==> src/rtl/seg7_pkg.sv <==
`default_nettype none
// +-----------------------------------------------------------------------+
// | seg7_pkg : BCD digit width and active-low seven-segment codes         |
// | Rev 1.0                                                               |
// +-----------------------------------------------------------------------+
package seg7_pkg;
    localparam int         BCD_W     = 4;
    localparam logic       DP_OFF    = 1'b1;
    localparam logic [6:0] SEG_0     = 7'h40;
    localparam logic [6:0] SEG_1     = 7'h79;
    localparam logic [6:0] SEG_2     = 7'h24;
    localparam logic [6:0] SEG_3     = 7'h30;
    localparam logic [6:0] SEG_4     = 7'h19;
    localparam logic [6:0] SEG_5     = 7'h12;
    localparam logic [6:0] SEG_6     = 7'h02;
    localparam logic [6:0] SEG_7     = 7'h78;
    localparam logic [6:0] SEG_8     = 7'h00;
    localparam logic [6:0] SEG_9     = 7'h10;
    localparam logic [6:0] SEG_BLANK = 7'h7F;
endpackage
`default_nettype wire

==> src/rtl/seg7_decode.sv <==
`default_nettype none
// +-----------------------------------------------------------------------+
// | seg7_decode : combinational BCD to active-low {g..a} segments         |
// | Rev 1.0                                                               |
// +-----------------------------------------------------------------------+
module seg7_decode
    import seg7_pkg::*;
(
    input  logic [BCD_W-1:0] bcd_i,
    output logic [6:0]       seg_o
);
    always_comb begin
        case (bcd_i)
            4'd0:    seg_o = SEG_0;
            4'd1:    seg_o = SEG_1;
            4'd2:    seg_o = SEG_2;
            4'd3:    seg_o = SEG_3;
            4'd4:    seg_o = SEG_4;
            4'd5:    seg_o = SEG_5;
            4'd6:    seg_o = SEG_6;
            4'd7:    seg_o = SEG_7;
            4'd8:    seg_o = SEG_8;
            4'd9:    seg_o = SEG_9;
            default: seg_o = SEG_BLANK;
        endcase
    end
endmodule
`default_nettype wire

==> src/rtl/counter_7seg_mux.sv <==
`default_nettype none
// +-----------------------------------------------------------------------+
// | counter_7seg_mux : N-digit BCD up/down counter, multiplexed display   |
// | Rev 1.0                                                               |
// +-----------------------------------------------------------------------+
module counter_7seg_mux
    import seg7_pkg::*;
#(
    parameter int NUM_DIGITS = 4,
    parameter int TICK_DIV   = 100_000_000,
    parameter int SCAN_DIV   = 100_000,
    parameter int BLANK_LZ   = 1
) (
    input  logic                        clk,
    input  logic                        rst_n,
    input  logic                        en,
    input  logic                        up_dn,
    input  logic                        clear,
    output logic [NUM_DIGITS-1:0]       anode,
    output logic [7:0]                  cathode,
    output logic [BCD_W*NUM_DIGITS-1:0] count_bcd,
    output logic                        wrap
);
    localparam int CW = BCD_W * NUM_DIGITS;
    localparam int TW = $clog2(TICK_DIV);
    localparam int SW = $clog2(SCAN_DIV);
    localparam int IW = (NUM_DIGITS > 1) ? $clog2(NUM_DIGITS) : 1;
    localparam logic [TW-1:0] TICK_LAST = TW'(TICK_DIV - 1);
    localparam logic [SW-1:0] SCAN_LAST = SW'(SCAN_DIV - 1);
    localparam logic [IW-1:0] IDX_LAST  = IW'(NUM_DIGITS - 1);

    logic [TW-1:0]         presc_q, presc_d;
    logic [CW-1:0]         count_q, count_d;
    logic                  wrap_q, wrap_d;
    logic [SW-1:0]         scan_q, scan_d;
    logic [IW-1:0]         idx_q, idx_d;
    logic [NUM_DIGITS-1:0] anode_q, anode_d;
    logic [7:0]            cathode_q, cathode_d;

    logic                  tick;
    logic                  carry;
    logic [BCD_W-1:0]      digit;
    logic [BCD_W-1:0]      sel_digit;
    logic                  zero_above;
    logic                  blank_sel;
    logic [6:0]            seg;

    // Ripple carry/borrow through the digits; a carry out of the top digit is a wrap.
    always_comb begin
        tick    = en && (presc_q == TICK_LAST);
        presc_d = presc_q;
        count_d = count_q;
        wrap_d  = 1'b0;
        carry   = 1'b1;
        digit   = '0;
        if (clear) begin
            presc_d = '0;
            count_d = '0;
        end else if (en) begin
            presc_d = tick ? '0 : presc_q + 1'b1;
            if (tick) begin
                for (int i = 0; i < NUM_DIGITS; i++) begin
                    digit = count_q[i*BCD_W +: BCD_W];
                    if (carry) begin
                        if (up_dn) begin
                            if (digit == 4'd9) begin
                                count_d[i*BCD_W +: BCD_W] = 4'd0;
                            end else begin
                                count_d[i*BCD_W +: BCD_W] = digit + 1'b1;
                                carry = 1'b0;
                            end
                        end else begin
                            if (digit == 4'd0) begin
                                count_d[i*BCD_W +: BCD_W] = 4'd9;
                            end else begin
                                count_d[i*BCD_W +: BCD_W] = digit - 1'b1;
                                carry = 1'b0;
                            end
                        end
                    end
                end
                wrap_d = carry;
            end
        end
    end

    always_comb begin
        scan_d = (scan_q == SCAN_LAST) ? '0 : scan_q + 1'b1;
        idx_d  = idx_q;
        if (scan_q == SCAN_LAST) begin
            idx_d = (idx_q == IDX_LAST) ? '0 : idx_q + 1'b1;
        end
    end

    // Walk from the top digit down so zero_above covers this digit and all above it.
    always_comb begin
        sel_digit  = '0;
        blank_sel  = 1'b0;
        zero_above = 1'b1;
        anode_d    = '1;
        for (int i = NUM_DIGITS - 1; i >= 0; i--) begin
            zero_above = zero_above && (count_q[i*BCD_W +: BCD_W] == 4'd0);
            if (idx_q == IW'(i)) begin
                sel_digit  = count_q[i*BCD_W +: BCD_W];
                blank_sel  = (BLANK_LZ != 0) && (i != 0) && zero_above;
                anode_d[i] = 1'b0;
            end
        end
        cathode_d = {DP_OFF, blank_sel ? SEG_BLANK : seg};
    end

    seg7_decode u_decode (
        .bcd_i (sel_digit),
        .seg_o (seg)
    );

    always_ff @(posedge clk or negedge rst_n) begin
        if (!rst_n) begin
            presc_q   <= '0;
            count_q   <= '0;
            wrap_q    <= 1'b0;
            scan_q    <= '0;
            idx_q     <= '0;
            anode_q   <= '1;
            cathode_q <= 8'hFF;
        end else begin
            presc_q   <= presc_d;
            count_q   <= count_d;
            wrap_q    <= wrap_d;
            scan_q    <= scan_d;
            idx_q     <= idx_d;
            anode_q   <= anode_d;
            cathode_q <= cathode_d;
        end
    end

    assign anode     = anode_q;
    assign cathode   = cathode_q;
    assign count_bcd = count_q;
    assign wrap      = wrap_q;
endmodule
`default_nettype wire

==> config.mk <==
export PLATFORM = sky130hd
export DESIGN_NAME = counter_7seg_mux
export DESIGN_NICKNAME = d
export VERILOG_FILES = /design/src/rtl/seg7_pkg.sv /design/src/rtl/seg7_decode.sv /design/src/rtl/counter_7seg_mux.sv
export SDC_FILE = /design/constraint.sdc
export NUM_CORES = 1
export LEC_CHECK = 0
export CORE_MARGIN = 5
export CORE_UTILIZATION = 53
export CTS_CLUSTER_SIZE = 20
export DETAILED_ROUTE_END_ITERATION = 8
export GPL_TIMING_DRIVEN = 0
export PLACE_DENSITY_LB_ADDON = 0.2
export SLEW_MARGIN = 30
export SYNTH_ARGS = -nofsm -noshare
export SYNTH_HDL_FRONTEND = slang
export SYNTH_SLANG_ARGS = --single-unit
==> constraint.sdc <==
create_clock -name clk -period 2.3 [get_ports clk]
set_clock_uncertainty 0.05 [all_clocks]
set_input_delay 0.46 -clock clk [delete_from_list [all_inputs] [get_ports clk]]
set_output_delay 0.46 -clock clk [all_outputs]
set_load 0.02 [all_outputs]
# Word level (Yosys, flattened, before mapping)
# Memory sizes are Yosys's and may differ from the RTL's.
# Index checks and enable logic that the tools add are counted.
[word_totals] register_bits=74 latchBits=0 ramBits=0 rom_bits=112 in_bits=5 output_inout_bits=29 elab_cells=111 n_memories=1
[mem_list] memory="(no name shown)" depth=16 word_bits=7 rd=1 rd_clocked_by_memory_dff=0 wr=0 line="seg7_decode.sv:13" rtl="case (bcd_i)"
[classes] add_sub_neg=11 mul=0 n_div=0 n_lt_le_gt_ge=0 n_eq_ne=9 shifts=0 mux=63 n_bitwise=0 reduce_logical=17
[ops] op="2-to-1 mux 27 bit" n=3
[ops] op="2-to-1 mux 4 bit" n=19
[ops] op="2-to-1 mux 16 bit" n=3
[ops] op="2-to-1 mux 1 bit" n=35
[ops] op="adder 27 x 1 -> 27 bit, second input constant" n=1
[ops] op="equality test 27 bit, second input constant" n=1
[ops] op="adder 17 x 1 -> 17 bit, second input constant" n=1
[ops] op="equality test 17 bit, second input constant" n=1
[ops] op="2-to-1 mux 17 bit" n=1
[ops] op="adder 4 x 1 -> 4 bit, second input constant" n=4
[ops] op="equality test 4 bit, second input constant" n=4
[ops] op="zero test 4 bit" n=4
[ops] op="subtractor 4 x 1 -> 4 bit, second input constant" n=4
[ops] op="nonzero test 2 bit" n=5
[ops] op="AND reduction 3 bit" n=3
[ops] op="2-to-1 mux 7 bit" n=1
[ops] op="equality test 2 bit, second input constant" n=2
[ops] op="logical AND 1 bit" n=3
[ops] op="adder 2 x 1 -> 2 bit, second input constant" n=1
[ops] op="equality test 2 x 1 -> 1 bit, second input constant" n=1
[ops] op="zero test 2 bit" n=1
[ops] op="2-to-1 mux 2 bit" n=1
[ops] op="AND reduction 2 bit" n=1

# Logic depth before layout (Yosys ltp)
[logic_depth] depth_word=18 mapped_depth=9

# By module
# A second synthesis with hierarchy kept.
[unflattened] hier_cells=498 hier_area_um2=4419.2
[by_module_without_submodules] mod="counter_7seg_mux" instances=1 cells_each=465 area_per_inst_um2=4209.0 seq_area_each_um2=1865.5
[by_module_without_submodules] mod="seg7_decode" instances=1 cells_each=33 area_per_inst_um2=210.2 seq_area_each_um2=0.0

# Worst setup path after synthesis
# OpenSTA, ideal clock, no wires.
[synth_timing] path_kind="reg-to-reg" startpoint="reg count_q[7], in the netlist count_bcd[7]" endpoint="reg count_q[15], in the netlist count_bcd[15]" setup_ns=0.078 arrival_ns=2.087 path_slack_ns=0.084 stages_incl_launch_ff=8 n_path_buf=2 synth_period_minus_slack_ns=2.216 path_cell_list="dfrtp_1 buf_6 or3_1 a211oi_2 or3b_1 buf_2 or3_1 a21oi_1"
[synth_via] elab_chain_cells=13 elab_cells_between_ends=15 classes_between="eq/ne (1); mux (11); reduce/logical (3)"
[synth_lines] element="start, declared" line="counter_7seg_mux.sv:33" rtl="logic [CW-1:0] count_q, count_d;"
[synth_lines] element="start signal, assigned" line="counter_7seg_mux.sv:128" rtl="count_q <= count_d;"
[synth_lines] element="equality test 4 bit / zero test 4 bit (equally long branches)" line="counter_7seg_mux.sv:66, counter_7seg_mux.sv:73"
[synth_lines] element="2-to-1 mux 1 bit, on equally long branches" line="counter_7seg_mux.sv:66, counter_7seg_mux.sv:73"
[synth_lines] element="2-to-1 mux 1 bit *" line="counter_7seg_mux.sv:65" rtl="if (up_dn) begin"
[synth_lines] element="2-to-1 mux 1 bit *" line="counter_7seg_mux.sv:64" rtl="if (carry) begin"
[synth_lines] element="2-to-1 mux 1 bit *" line="counter_7seg_mux.sv:61" rtl="if (tick) begin"
[synth_lines] element="2-to-1 mux 1 bit *" line="counter_7seg_mux.sv:59" rtl="end else if (en) begin"
[synth_lines] element="2-to-1 mux 1 bit *" line="counter_7seg_mux.sv:56" rtl="if (clear) begin"
[synth_lines] element="2-to-1 mux 1 bit *" line="counter_7seg_mux.sv:64"
[synth_lines] element="2-to-1 mux 1 bit *" line="counter_7seg_mux.sv:61"
[synth_lines] element="2-to-1 mux 1 bit *" line="counter_7seg_mux.sv:59"
[synth_lines] element="2-to-1 mux 1 bit *" line="counter_7seg_mux.sv:56"
[synth_lines] element="nonzero test 2 bit (no source line) *"
[synth_lines] element="AND reduction 3 bit (no source line) *"
# Mark *: on every way between the ends. The rest lies on a longest branch, timed or not. The select of a mux whose other input is x is not followed.
# A chain may end at the register's enable or synchronous reset.

# Worst setup path in the final report
# Ends and elaborated chain as after synthesis.

==> impl_metrics.env <==
export IMPL_synth_cells=495
export IMPL_finalHoldViolCount=0
export IMPL_synth_compound_area_share_pct=13.6
export IMPL_critical_path_max_stage_delay_ps=410
export IMPL_final_cell_area_um2=5370
export IMPL_grt_pass1_vias=3655
export IMPL_grt_pass1_wl_um=17500
export IMPL_critPathCaptureType="flop"
export IMPL_finalWirelength_um=10400
export IMPL_synth_top_area_share_pct=35.6
export IMPL_crit_family="simple AND/OR/NAND/NOR gates"
export IMPL_antenna_found_initial=0
export IMPL_layoutNonFillerInstCount=655
export IMPL_cts_sinks=74
export IMPL_yosysTopAreaCell="dfrtp_1"
export IMPL_cts_tree="done"
export IMPL_dp_cells=632
export IMPL_path_clk_slew_ps=90
export IMPL_vias_per_cell=5.88
export IMPL_ys_seq_area_share_pct=42.1
export IMPL_synth_xor_area_share_pct=8.90
export IMPL_power_density_nw_per_um2=523
export IMPL_critPathBufInv=2
export IMPL_via_count=3854
export IMPL_worst_path_max_fanout=10
export IMPL_drv_cap=0
export IMPL_drt_initial_drc_count=176
export IMPL_ir_drop_v=0.000351
export IMPL_p_switching_uw=621
export IMPL_dp_hpwl_um=7070
export IMPL_place_gp_congestion=0.840
export IMPL_synth_adder_area_share_pct=1.98
export IMPL_cts_htree_levels=3
export IMPL_synth_top_family_by_area="simple AND/OR/NAND/NOR gates"
export IMPL_pre_cts_ws_ps=-541
export IMPL_pwr_share_clk_pct=49.2
export IMPL_port_buffers=31
export IMPL_drc_errors=0
export IMPL_path_class="reg -> reg"
export IMPL_slew_viol_final=0
export IMPL_clk_latency_ps=350
export IMPL_grt_max_degree=51
export IMPL_ioPinCount=34
export IMPL_drt_first_pass_iters=5
export IMPL_grt_usage_pct=21.2
export IMPL_syn_nets=507
export IMPL_regArea_um2=1870
export IMPL_critPathMostFrequentCell="or3_1"
export IMPL_cts_made_buffers=9
export IMPL_ys_flop_type="dfrtp_1"
export IMPL_diodes=0
export IMPL_worstPathRequired_ps=2530
export IMPL_place_area_um2=4890
export IMPL_tightest_slew_ps=757
export IMPL_synth_mux_area_share_pct=1.41
export IMPL_fin_crit_sh_pct=98.0
export IMPL_pwr_share_seq_pct=46.6
export IMPL_fill_cells=656
export IMPL_syn_cell_area_um2=4430
export IMPL_multi_input_area_um2=2450
export IMPL_ys_ff_latch=74
export IMPL_wire_per_inst_um=15.8
export IMPL_die_area_um2=10300
export IMPL_clock_fmax_mhz=444
export IMPL_switching_share_pct=22.1
export IMPL_p_comb_share_pct=4.2
export IMPL_drive_gt1_share_pct=14.9
export IMPL_hold_slack_ps=448
export IMPL_start_util_pct=54.1
export IMPL_relSlewSlack_pct=49.1
export IMPL_synth_edff_count=0
export IMPL_critPathLaunchType="flop"
export IMPL_die_w_um=101
export IMPL_crit_slowest_cell="dfrtp_1"
export IMPL_area_growth_pct=21.3
export IMPL_overflow=0
export IMPL_status="finished, final reports clean"
export IMPL_rows=33
export IMPL_clockBufferDepth=2
export IMPL_cts_root_buffer="clkbuf_8"
export IMPL_async_reset_ff_share_pct=100
export IMPL_setup_viol=0
export IMPL_yosys_top_cells_area="dfrtp_1 (36%), dfstp_2 (6.5%), xnor2_1 (5.1%)"
export IMPL_synthSimpleGateAreaFrac_pct=26.5
export IMPL_fin_ws_ps=46.8
export IMPL_holdCritPathClass="reg -> reg"
export IMPL_fin_nets=557
export IMPL_period_needed_ps=2250
export IMPL_synth_avg_cell_area_um2=8.94
export IMPL_crit_chain="buf_6, or3_1, a211oi_2, or3b_1, buf_2, or3_1, a21oi_1"
export IMPL_yosysWarnings=0
export IMPL_dieHeight_um=101
export IMPL_worst_ep_arrival_time_ps=2480
export IMPL_synth_distinct_cells=65
export IMPL_drtAntennaViolNets=0
export IMPL_internal_power_mw=2.19
export IMPL_core_um2=8180
export IMPL_leakagePower_nw=2.08
cell usage after synthesis (all sizes together), types with 5 or more instances:
library cell	count
xnor2	26
nand4	17
nand2	34
a211oi	9
a21oi	26
dfstp	11
nor2b	11
and4	5
nor3	18
xor2	19
nor3b	6
nor2	49
nand3	27
buf	13
o211ai	6
clkbuf	22
or3	7
inv	18
nor4	9
ha	7
dfrtp	63
nand3b	6
o21ai	26
or4	6
worst register-to-register path, stage by stage (launching register included):
cell      delay, ps
dfrtp_1         410
buf_6           150
or3_1           320
a211oi_2        220
or3b_1          360
buf_2           190
or3_1           360
a21oi_1         130
cell type report:
type,count,share of cell area [%]
Multi-Input combinational cell,367,45.7
Sequential cell,74,34.8
Timing Repair Buffer,41,7.53
Buffer,33,3.12
Clock inverter,7,2.77
Tap cell,105,2.45
Clock buffer,9,2.31
Inverter,19,1.33
metal layers:
layer / track usage [%] / vias to the layer above / wire length, um
met4: 8.69 / 0 / 246
met5: 0 / - / 0
li1: - / 1867 / -
met2: 35.5 / 111 / 5160
met3: 3.99 / 23 / 520
met1: 27.0 / 1853 / 4430
power groups by stage:
stage / combinational (mW) / sequential, mW / clock (mW)
CTS: 0.111 / 1.31 / 1.42
global route: 0.131 / 1.31 / 1.48
finish: 0.117 / 1.31 / 1.38
global placement: 0.102 / 1.33 / 0
floorplan: 0.0545 / 1.33 / 0
detailed placement: 0.109 / 1.33 / 0
flip-flops by register name (all words and copies together) (netlist names):
| register | count |
|---|---|
| presc_q | 27 |
| scan_q | 17 |
| count_bcd | 16 |
| cathode | 7 |
| anode | 4 |
| idx_q | 2 |
| wrap | 1 |
kinds of logic (layout without fill, tap and decap cells):
logic type               count (synthesis)  count (layout)
adder cells (fa/ha/maj)                  7               7
multiplexers                             6               6
AND/OR/NAND/NOR                        215             215
other                                    1               1
AO/OA/AOI/OAI                           93              93
buffers and inverters                   54             109
flip-flops                              74              74
XOR/XNOR                                45              45
per-stage QoR:
stage	setup TNS [ps]	util, %	power [mW]
2_1_floorplan	0	-	1.39
3_3_place_gp	-135010	59.6	1.43
3_5_place_dp	-14930	59.9	1.44
4_1_cts	0	64.1	2.83
5_1_grt	-71.7	65.7	2.92
6_report	0	65.7	2.81
cell usage in the layout (no fill, tap or decap), types with 4 or more instances in the layout:
master | Yosys | final
dfstp_2 | 11 | 11
and3_1 | 4 | 4
nor4_1 | 8 | 7
nand2_1 | 34 | 33
buf_2 | 4 | 5
nor2_1 | 49 | 49
or4_1 | 6 | 6
and4_1 | 5 | 5
o21ai_0 | 21 | 21
inv_1 | 18 | 18
nand3b_1 | 6 | 6
o211ai_1 | 6 | 6
a211oi_1 | 7 | 4
bufinv_16 | 0 | 4
nor3b_1 | 6 | 5
nand4_1 | 17 | 17
nor2b_1 | 11 | 11
nand3_1 | 26 | 25
buf_4 | 2 | 11
xor2_1 | 19 | 19
clkbuf_8 | 0 | 9
clkbuf_1 | 22 | 16
xnor2_1 | 26 | 26
a21oi_1 | 26 | 26
or3_1 | 7 | 6
nor3_1 | 17 | 16
clkdlybuf4s50_1 | 0 | 29
mux2i_1 | 4 | 4
dfrtp_1 | 63 | 61
o21ai_1 | 5 | 5
worst paths after layout:
path | from | to | slack (ps) | depth (start not counted)
max | count_bcd[7] | count_bcd[15] | 50 | 7
min | scan_q[13] | scan_q[13] | 450 | 1
max reg2reg | count_bcd[7] | count_bcd[15] | 50 | 7
min reg2reg | scan_q[13] | scan_q[13] | 450 | 1
max in group asynchronous | rst_n | scan_q[13] | 1130 | 3
min in group asynchronous | rst_n | count_bcd[3] | 500 | 2
timing repair:
action,4_1_cts,5_1_grt
setup buffers,1,7
resized for setup,14,20
pin swaps,2,8
setup endpoints to repair,32,36
hold buffers,1,0
hold endpoints to repair,13,0
cloned,0,0
Power figures use the tool's default switching activity.
